<file path="config.mk">
export PLATFORM = sky130hd
export DESIGN_NAME = game_phase_ctrl
export DESIGN_NICKNAME = d
export VERILOG_FILES = /design/src/rtl/game_pkg.sv /design/src/rtl/game_phase_ctrl_tick_gen.sv /design/src/rtl/game_phase_ctrl.sv
export SDC_FILE = /design/constraint.sdc
export NUM_CORES = 1
export LEC_CHECK = 0
export BUFFER_PORTS_ARGS = -buffer_cell sky130_fd_sc_hd__buf_2
export CORE_UTILIZATION = 55
export CTS_CLUSTER_SIZE = 20
export DETAILED_ROUTE_END_ITERATION = 8
export PLACE_DENSITY = 0.77
export REMOVE_ABC_BUFFERS = 1
export SLEW_MARGIN = 20
export SYNTH_ARGS = -nofsm -noshare
export SYNTH_HDL_FRONTEND = slang
export SYNTH_HIERARCHICAL = 1
export SYNTH_SLANG_ARGS = --single-unit
</file>
<file path="constraint.sdc">
create_clock -name clk -period 3.7 [get_ports clk]
set_clock_uncertainty 0.15 [all_clocks]
set_input_delay 0.74 -clock clk [delete_from_list [all_inputs] [get_ports clk]]
set_output_delay 0.74 -clock clk [all_outputs]
set_load 0.005 [all_outputs]
</file>
<file path="src/rtl/game_pkg.sv">
// ---------------------------------------------------------------------------
// game_pkg
// Shared definitions for the bunny game sequencer.
//   - phase_t : phase encodings driven on game_phase_ctrl.phase
//   - TIME_W, LIVES_W, CD_W : widths of the play timer, life counter and
//     countdown registers
//   - time_dec_sat / lives_dec_sat : conditional decrement that stops at 0
// ---------------------------------------------------------------------------
package game_pkg;

    localparam int TIME_W  = 7;
    localparam int LIVES_W = 2;
    localparam int CD_W    = 3;

    typedef enum logic [2:0] {
        PH_IDLE      = 3'd0,
        PH_COUNTDOWN = 3'd1,
        PH_PLAY      = 3'd2,
        PH_PAUSE     = 3'd3,
        PH_GAMEOVER  = 3'd4
    } phase_t;

    // Decrement the play timer when dec is set, never wrapping below zero.
    function automatic logic [TIME_W-1:0] time_dec_sat(
        input logic [TIME_W-1:0] value,
        input logic              dec
    );
        if (dec && (value != '0)) begin
            return value - TIME_W'(1);
        end
        return value;
    endfunction

    // Decrement the life counter when dec is set, never wrapping below zero.
    function automatic logic [LIVES_W-1:0] lives_dec_sat(
        input logic [LIVES_W-1:0] value,
        input logic               dec
    );
        if (dec && (value != '0)) begin
            return value - LIVES_W'(1);
        end
        return value;
    endfunction

endpackage

</file>
<file path="src/rtl/game_phase_ctrl_tick_gen.sv">
// ---------------------------------------------------------------------------
// tick_gen
// Prescaler producing a one-cycle pulse every TICK_DIV enabled clocks.
// Ports:
//   clk  : system clock
//   rst  : asynchronous active-low reset, clears the count
//   en   : count advances only while high; otherwise the count holds
//   clr  : synchronous clear of the count (wins over en)
//   tick : high during the cycle in which the count is about to wrap, so a
//          consumer sampling it on the next edge sees exactly one pulse per
//          TICK_DIV enabled cycles
// ---------------------------------------------------------------------------
module tick_gen #(
    parameter int TICK_DIV = 50_000_000
) (
    input  logic clk,
    input  logic rst,
    input  logic en,
    input  logic clr,
    output logic tick
);

    localparam int CNT_W = (TICK_DIV > 1) ? $clog2(TICK_DIV) : 1;
    localparam logic [CNT_W-1:0] LAST = CNT_W'(TICK_DIV - 1);

    logic [CNT_W-1:0] count;

    // The tick is combinational so the sequencer can act on it in the very
    // edge where the count wraps; the first tick after a clear therefore
    // lands exactly TICK_DIV enabled edges later.
    assign tick = en && !clr && (count == LAST);

    // Count 0..TICK_DIV-1 while enabled, hold while disabled.
    always_ff @(posedge clk or negedge rst) begin
        if (!rst) begin
            count <= '0;
        end else if (clr) begin
            count <= '0;
        end else if (en) begin
            count <= (count == LAST) ? '0 : count + CNT_W'(1);
        end
    end

endmodule

</file>
<file path="src/rtl/game_phase_ctrl.sv">
// ---------------------------------------------------------------------------
// game_phase_ctrl
// Central sequencer of the bunny game: IDLE -> COUNTDOWN -> PLAY <-> PAUSE,
// ending in GAMEOVER. Owns the 1-second timebase, countdown, play timer and
// life counter. All outputs come straight from flops.
// Ports:
//   clk       : system clock
//   rst       : asynchronous active-low reset
//   start     : start button level (synchronous to clk)
//   pause     : pause button level (synchronous to clk)
//   life_lost : one-cycle pulse, player lost a life
//   gamestart : high only in PLAY, gates the gameplay blocks
//   phase     : 0 IDLE, 1 COUNTDOWN, 2 PLAY, 3 PAUSE, 4 GAMEOVER
//   countdown : seconds remaining in COUNTDOWN, 0 elsewhere
//   time_left : play seconds remaining
//   lives     : lives remaining
//   game_over : high in GAMEOVER
//   tick_1s   : one-cycle pulse per elapsed second while running
// ---------------------------------------------------------------------------
module game_phase_ctrl
    import game_pkg::*;
#(
    parameter int TICK_DIV    = 50_000_000,
    parameter int COUNTDOWN_S = 3,
    parameter int PLAY_TIME_S = 60,
    parameter int LIVES_INIT  = 3
) (
    input  logic               clk,
    input  logic               rst,
    input  logic               start,
    input  logic               pause,
    input  logic               life_lost,
    output logic               gamestart,
    output logic [2:0]         phase,
    output logic [CD_W-1:0]    countdown,
    output logic [TIME_W-1:0]  time_left,
    output logic [LIVES_W-1:0] lives,
    output logic               game_over,
    output logic               tick_1s
);

    localparam logic [CD_W-1:0]    CD_LOAD    = CD_W'(COUNTDOWN_S);
    localparam logic [TIME_W-1:0]  TIME_LOAD  = TIME_W'(PLAY_TIME_S);
    localparam logic [LIVES_W-1:0] LIVES_LOAD = LIVES_W'(LIVES_INIT);

    phase_t state;

    logic start_d;
    logic pause_d;
    logic start_rise;
    logic pause_rise;

    logic tick;
    logic tick_en;
    logic tick_clr;

    logic [TIME_W-1:0]  time_next;
    logic [LIVES_W-1:0] lives_next;

    assign start_rise = start & ~start_d;
    assign pause_rise = pause & ~pause_d;

    // The timebase only runs while counting down or playing; it restarts on
    // the way into COUNTDOWN so every game begins on a full second.
    assign tick_en  = (state == PH_COUNTDOWN) || (state == PH_PLAY);
    assign tick_clr = (state == PH_IDLE) && start_rise;

    tick_gen #(
        .TICK_DIV (TICK_DIV)
    ) u_tick_gen (
        .clk  (clk),
        .rst  (rst),
        .en   (tick_en),
        .clr  (tick_clr),
        .tick (tick)
    );

    // Candidate PLAY counter values: a tick and a life loss in the same cycle
    // both take effect before the GAMEOVER/PAUSE decision is made.
    always_comb begin
        time_next  = time_dec_sat(time_left, tick);
        lives_next = lives_dec_sat(lives, life_lost);
    end

    // Button history for rising-edge detection; a held button fires once.
    always_ff @(posedge clk or negedge rst) begin
        if (!rst) begin
            start_d <= 1'b0;
            pause_d <= 1'b0;
        end else begin
            start_d <= start;
            pause_d <= pause;
        end
    end

    // Phase sequencer with all game-visible outputs registered alongside it.
    always_ff @(posedge clk or negedge rst) begin
        if (!rst) begin
            state     <= PH_IDLE;
            gamestart <= 1'b0;
            countdown <= '0;
            time_left <= TIME_LOAD;
            lives     <= LIVES_LOAD;
            game_over <= 1'b0;
            tick_1s   <= 1'b0;
        end else begin
            tick_1s <= tick;
            case (state)
                PH_IDLE: begin
                    if (start_rise) begin
                        state     <= PH_COUNTDOWN;
                        countdown <= CD_LOAD;
                        time_left <= TIME_LOAD;
                        lives     <= LIVES_LOAD;
                    end
                end

                // The tick that would show 0 hands over to PLAY instead.
                PH_COUNTDOWN: begin
                    if (tick) begin
                        if (countdown <= CD_W'(1)) begin
                            state     <= PH_PLAY;
                            countdown <= '0;
                            gamestart <= 1'b1;
                        end else begin
                            countdown <= countdown - CD_W'(1);
                        end
                    end
                end

                // Running out of time or lives beats a simultaneous pause.
                PH_PLAY: begin
                    time_left <= time_next;
                    lives     <= lives_next;
                    if ((time_next == '0) || (lives_next == '0)) begin
                        state     <= PH_GAMEOVER;
                        gamestart <= 1'b0;
                        game_over <= 1'b1;
                    end else if (pause_rise) begin
                        state     <= PH_PAUSE;
                        gamestart <= 1'b0;
                    end
                end

                // Counters stay frozen; abort to IDLE keeps them as they are
                // until the next start reloads them.
                PH_PAUSE: begin
                    if (pause_rise) begin
                        state     <= PH_PLAY;
                        gamestart <= 1'b1;
                    end else if (start_rise) begin
                        state <= PH_IDLE;
                    end
                end

                PH_GAMEOVER: begin
                    if (start_rise) begin
                        state     <= PH_IDLE;
                        game_over <= 1'b0;
                    end
                end

                // Encodings 5..7 are unreachable; fall back to IDLE.
                default: begin
                    state     <= PH_IDLE;
                    gamestart <= 1'b0;
                    game_over <= 1'b0;
                    countdown <= '0;
                end
            endcase
        end
    end

    assign phase = state;

endmodule

</file>
# --- Word-level counts from Yosys, hierarchy flattened ---
# Index checks and enable logic that the tools add are counted.
op_classes:
  muxes: 34
  eq_ne: 12
  bitwise_logic: 7
  reduce_logical: 23
  magnitude_cmp: 1
  n_addsub: 4
ops:
  columns: ["cell", "count"]
  rows:
  - ["$mux W26", 3]
  - ["$mux W3", 10]
  - ["$add A26 B1 Y26 const B", 1]
  - ["$eq A26 B26 Y1 const B", 1]
  - ["$mux W7", 3]
  - ["$pmux W3 S5", 1]
  - ["$pmux W7 S2", 1]
  - ["$mux W1", 9]
  - ["$pmux W3 S3", 1]
  - ["$ne A2 B2 Y1 const B", 4]
  - ["$logic_not A7 Y1", 1]
  - ["$reduce_bool A7 Y1", 1]
  - ["$sub A7 B1 Y7 const B", 1]
  - ["$eq A3 B2 Y1 const B", 2]
  - ["$mux W2", 3]
  - ["$reduce_and A3 Y1", 2]
  - ["$reduce_bool A2 Y1", 3]
  - ["$reduce_or A3 Y1", 2]
  - ["$logic_and A1 B1 Y1", 5]
  - ["$not A1 Y1", 5]
  - ["$reduce_and A5 Y1", 1]
  - ["$ne A2 B1 Y1 const B", 2]
  - ["$pmux W1 S4", 1]
  - ["$pmux W2 S2", 1]
  - ["15 further kinds", 17]
word_totals:
  ff_bits: 46
  word_cells: 91
  out_inout_bits: 18

# --- Longest topological paths before layout ---
logic_depth:
  ltp_word: 13
  depth_mapped: 13

# --- Modules after synthesis ---
# The synthesis kept the hierarchy.
by_module_without_submodules:
  columns: ["mod", "seq_area_each_um2", "area_per_inst_um2", "cells_each", "instances"]
  rows:
  - ["tick_gen", 650.6, 1667.8, 195, 1]
  - ["game_phase_ctrl", 508.0, 1361.3, 150, 1]

# --- Least setup slack after synthesis ---
# No wires, ideal clock.
synth_path:
  path_type: "input port to flip-flop"
  from: "input start"
  to: "register state[2] (netlist: phase[2])"
  required_time_ps: 3424
  slack_ps: -201
  setup_ps: 126
  path_stages: 12
  t_arrival_ps: 3625
  path_cell_list: "nand2b_1 nand3b_1 inv_1 clkbuf_1 clkbuf_1 clkbuf_1 nor3_1 or4b_4 a211oi_2 o32ai_1 and3_4 a221o_1"
synth_via:
  elab_chain_len: 12
  word_cells_on_any_way: 18
synth_lines:
  columns: ["item", "line", "text"]
  rows:
  - ["start: declaration", "game_phase_ctrl.sv:30", "input logic start,"]
  - ["$and A1 B1 Y1 *", "game_phase_ctrl.sv:60", "assign start_rise = start & ~start_d;"]
  - ["$logic_and A1 B1 Y1 *", "game_phase_ctrl.sv:66", "assign tick_clr = (state == PH_IDLE) && start_rise;"]
  - ["named net tick_clr", "game_phase_ctrl.sv:55", "logic tick_clr;"]
  - ["$logic_not A1 Y1 *", "game_phase_ctrl_tick_gen.sv:31", "assign tick = en && !clr && (count == LAST);"]
  - ["$logic_and A1 B1 Y1 * (2 in series)", "game_phase_ctrl_tick_gen.sv:31", null]
  - ["named net tick", "game_phase_ctrl.sv:53", "logic tick;"]
  - ["$logic_and A1 B1 Y1", "game_pkg.sv:28", "if (dec && (value != '0)) begin"]
  - ["$mux W1", "game_pkg.sv:28", null]
  - ["$mux W7", "game_pkg.sv:31", "return value;"]
  - ["$logic_not A7 Y1", "game_phase_ctrl.sv:135", "if ((time_next == '0) || (lives_next == '0)) begin"]
  - ["$logic_or A1 B1 Y1", "game_phase_ctrl.sv:135", null]
  - ["$mux W3 / $ne A3 B2 Y1 (equally long branches)", null, null]
  - ["$pmux W3 S5 / $reduce_and A4 Y1 (equally long branches)", null, null]
  - ["end signal: assignment", "game_phase_ctrl.sv:111", "state <= PH_COUNTDOWN;"]
  - ["end signal: assignment", "game_phase_ctrl.sv:136", "state <= PH_GAMEOVER;"]
  - ["end signal: assignment", "game_phase_ctrl.sv:140", "state <= PH_PAUSE;"]
  - ["end: declaration", "game_phase_ctrl.sv:46", "phase_t state;"]
# Mark *: on every way through the listed nets, which the timed path passes. The rest lies on a longest branch.
# A chain may end at the register's enable or synchronous reset.

# --- Worst setup path after layout ---
layout_path:
  from: "register u_tick_gen.count[10]"
  to: "register state[2] (netlist: phase[2])"
layout_via:
  elab_chain_len: 9
  word_cells_on_any_way: 12
layout_lines:
  columns: ["item", "line", "text"]
  rows:
  - ["start: declaration", "game_phase_ctrl_tick_gen.sv:26", "logic [CNT_W-1:0] count;"]
  - ["start signal: assignment", "game_phase_ctrl_tick_gen.sv:40", "count <= (count == LAST) ? '0 : count + CNT_W'(1);"]
  - ["$eq A26 B26 Y1 *", "game_phase_ctrl_tick_gen.sv:31", null]
  - ["$logic_and A1 B1 Y1 *", "game_phase_ctrl_tick_gen.sv:31", null]
  - ["named net tick", "game_phase_ctrl.sv:53", null]
  - ["$logic_and A1 B1 Y1", "game_pkg.sv:28", null]
  - ["$mux W1", "game_pkg.sv:28", null]
  - ["$mux W7", "game_pkg.sv:31", null]
  - ["$logic_not A7 Y1", "game_phase_ctrl.sv:135", null]
  - ["$logic_or A1 B1 Y1", "game_phase_ctrl.sv:135", null]
  - ["$mux W3 / $ne A3 B2 Y1 (equally long branches)", null, null]
  - ["$pmux W3 S5 / $reduce_and A4 Y1 (equally long branches)", null, null]
# Marked as above.

==> results.md <==
* Initial antenna violation count at 0
* RePlAce Congestion at 0.898
* Cells on worst reg2reg path at 9
* Async S/R FF share, synth at 1.00
* Relative slew slack at 0.407
* Post-DP HPWL at 4810 um
* Initial Utilization at 0.582
* Critical R2R Launch: u_tick_gen/count[10]$_DFFE_PN0P_
* Die area at 5810 sq um
* CTS tree: done
* Peak Freq at 298 MHz
* Total Routing Usage GR at 0.263
* WL final at 7120 um
* Die Y at 76.2 um
* Root Buffer: clkbuf_8
* Endpoints failing setup at 0
* CTS buffer count at 5
* Mapped cell area at 3030 sq um
* Worst slew pin tran at 0.889 ns
* Critical Setup Path Class: reg -> reg
* Gr ovfl total at 0
* Top cells by area, synth: dfrtp_1, dfstp_2, nand2_1, a21oi_1, o21ai_0
* Ports at 23
* #FFs+latches synth at 46
* Yosys Warn Count at 6
* Area of the core at 5200 sq um
* Wire length of the first global-routing pass at 12500 um
* # nets final at 376
* Pins Over Slew Limit at 0
* H-Tree Depth at 2
* Crit end category: flop
* PnR Total Power at 2.03 mW
* Sequential area share after synthesis at 0.382
* Max VDD drop at 0.434 mV
* Clk_lat worst skew at 0.30 ns
* Final instance area at 3320 sq um
* Syn_area_per_cell at 8.78 sq um
* Yosys cell types at 64
* Power per cell area at 611 nW/um^2
* Synthesis-to-layout area growth at 9.50%
* Detailed Route Iter0 Violations at 348
* Top cell type's share of synthesized area at 0.330
* Drt pass-1 iters at 5
* Worst hold-check path type: in -> async
* Largest net degree at the start of global routing at 47
* Area after DPL at 3200 sq um
* Layout cell share with drive strength beyond 1 at 0.172
* Status: completed
* Count of input and output buffers at 22
* Vias per cell at 6.41
* Cell taking the most area after synthesis: dfrtp_1
* CTS clock-pin slew for the worst setup and hold paths at 0.09 ns
* Commonest register cell after synthesis: dfrtp_1
* Via count at 2795
* Vias in the first global route at 2699
* FF-to-FF setup slack at 0.35 ns
* FP Rows at 26
* Chip width at 76.2 um
* Reg2reg end: phase[2]$_DFFE_PN0P_
* # hold bufs at CTS at 0
* WP data required at 3.74 ns
* Routed Antenna Nets at 0
* CP startpoint kind: flop
* Gate Count Post-Synth at 345
* Post-DR wirelength/cell at 16.3 um
* Worst Path Max Fanout at 5
* DRC at 0
* P_leak at 1.33 nW
* Minimum clock period at 3.35 ns
* Unrepaired setup endpoints after global routing: no
* Most frequent standard cell in the layout excluding fill and tap cells: dfrtp_1
* # clock sinks at 46
* Tcrit/Tclk final at 0.907
* EDFF count, synth at 0
* Clock Path Buffers at 2
* Final Util at 0.637
* Final Hold Fails at 0
* Hold WS at 0.289 ns
* # diodes at 0
* Max cap viols at 0
* Most frequent cells in the layout: dfrtp_1, nand2_1, a21oi_1
* Worst Path Arrival at 3.39 ns
per-stage QoR:
step / setup TNS [ns] / setup WS, ns / std cells
after floorplan: -1.86 / -0.484 / 326
final: 0 / 0.345 / 436
after CTS: 0 / 0.227 / 436
after global routing: 0 / 0.177 / 436
after global placement: 0 / 0.341 / 428
after detailed placement: 0 / 0.242 / 428
state kept, by name, indices dropped and copies added, names as in the netlist:
name	cells
gamestart	1
lives	2
pause_d	1
time_left	7
start_d	1
game_over	1
phase	3
tick_1s	1
u_tick_gen/count	26
countdown	3
worst max-delay path: stages (launching register included):
cell,delay [ns]
dfrtp_1,0.43
or4_4,0.57
nor4_4,0.30
nand2_1,0.17
nor3_2,0.27
or4b_4,0.53
a211oi_2,0.20
o32ai_1,0.11
and3_4,0.17
a221o_1,0.34
power breakdown:
part | switching (mW) | internal, mW | leakage, nW
Sequential | 0.175 | 0.624 | 0.586
Clock | 0.171 | 0.202 | 0.0524
Combinational | 0.530 | 0.323 | 0.687
layer usage:
metal / GRT usage / up-vias / share of wire
met5: 0 / - / 0
met4: 0.0712 / 0 / 0.013
met3: 0.0455 / 11 / 0.063
met2: 0.442 / 125 / 0.46
met1: 0.350 / 1329 / 0.46
li1: - / 1330 / -
layout make-up:
cell class / instances / area [sq um]
inverters: 20 / 75.1
clock inverters: 1 / 30.0
clock buffers: 7 / 76.3
flip-flops and latches: 46 / 1160
repair buffers: 32 / 188
fillers: 434 / 1890
multi-input cells: 260 / 1700
well taps: 70 / 87.6
how the worst max path moves through the flow:
| stage | endpoint | cells after the start | start | slack, ns |
|---|---|---|---|---|
| 6_report | phase[2]$_DFFE_PN0P_ | 9 | u_tick_gen/count[10]$_DFFE_PN0P_ | 0.35 |
| 5_1_grt | phase[2]$_DFFE_PN0P_ | 9 | u_tick_gen/count[10]$_DFFE_PN0P_ | 0.18 |
| 4_1_cts | phase[2]$_DFFE_PN0P_ | 9 | u_tick_gen/count[10]$_DFFE_PN0P_ | 0.23 |
| 3_5_place_dp | phase[2]$_DFFE_PN0P_ | 10 | start | 0.24 |
| 3_3_place_gp | phase[2]$_DFFE_PN0P_ | 9 | u_tick_gen/count[10]$_DFFE_PN0P_ | 0.34 |
| 2_1_floorplan | phase[2]$_DFFE_PN0P_ | 10 | u_tick_gen/count[0]$_DFFE_PN0P_ | -0.48 |
cells in the mapped netlist, types with 4 or more instances:
| library cell | instances |
|---|---|
| nor2_1 | 22 |
| nand4b_1 | 6 |
| nand3_1 | 9 |
| and3_1 | 7 |
| o31ai_1 | 5 |
| ha_1 | 6 |
| inv_1 | 19 |
| or3_1 | 5 |
| nand2b_1 | 6 |
| clkbuf_1 | 11 |
| dfstp_2 | 6 |
| or4_1 | 4 |
| nand2_1 | 35 |
| nand4_1 | 11 |
| nand3b_1 | 5 |
| dfrtp_1 | 40 |
| buf_2 | 4 |
| nor4_1 | 5 |
| a22oi_1 | 7 |
| a31oi_1 | 9 |
| mux2i_1 | 4 |
| a21oi_1 | 23 |
| nor3_1 | 10 |
| o21ai_0 | 22 |
cell families (layout without fill, tap and decap cells):
group / after synthesis / after routing / share of synthesized area
compound gates: 92 / 92 / 0.202
xor+xnor: 4 / 4 / 0.0116
fa+ha+maj: 6 / 6 / 0.0248
buf+inv: 39 / 60 / 0.0574
flops: 46 / 46 / 0.382
mux: 5 / 5 / 0.0169
simple gates: 153 / 153 / 0.305
repair_timing:
action                                  CTS  global route
setup buffers                             0             0
gates resized for setup                   0             1
endpoints found under the setup margin    0             1
Power figures use the tool's default switching activity.
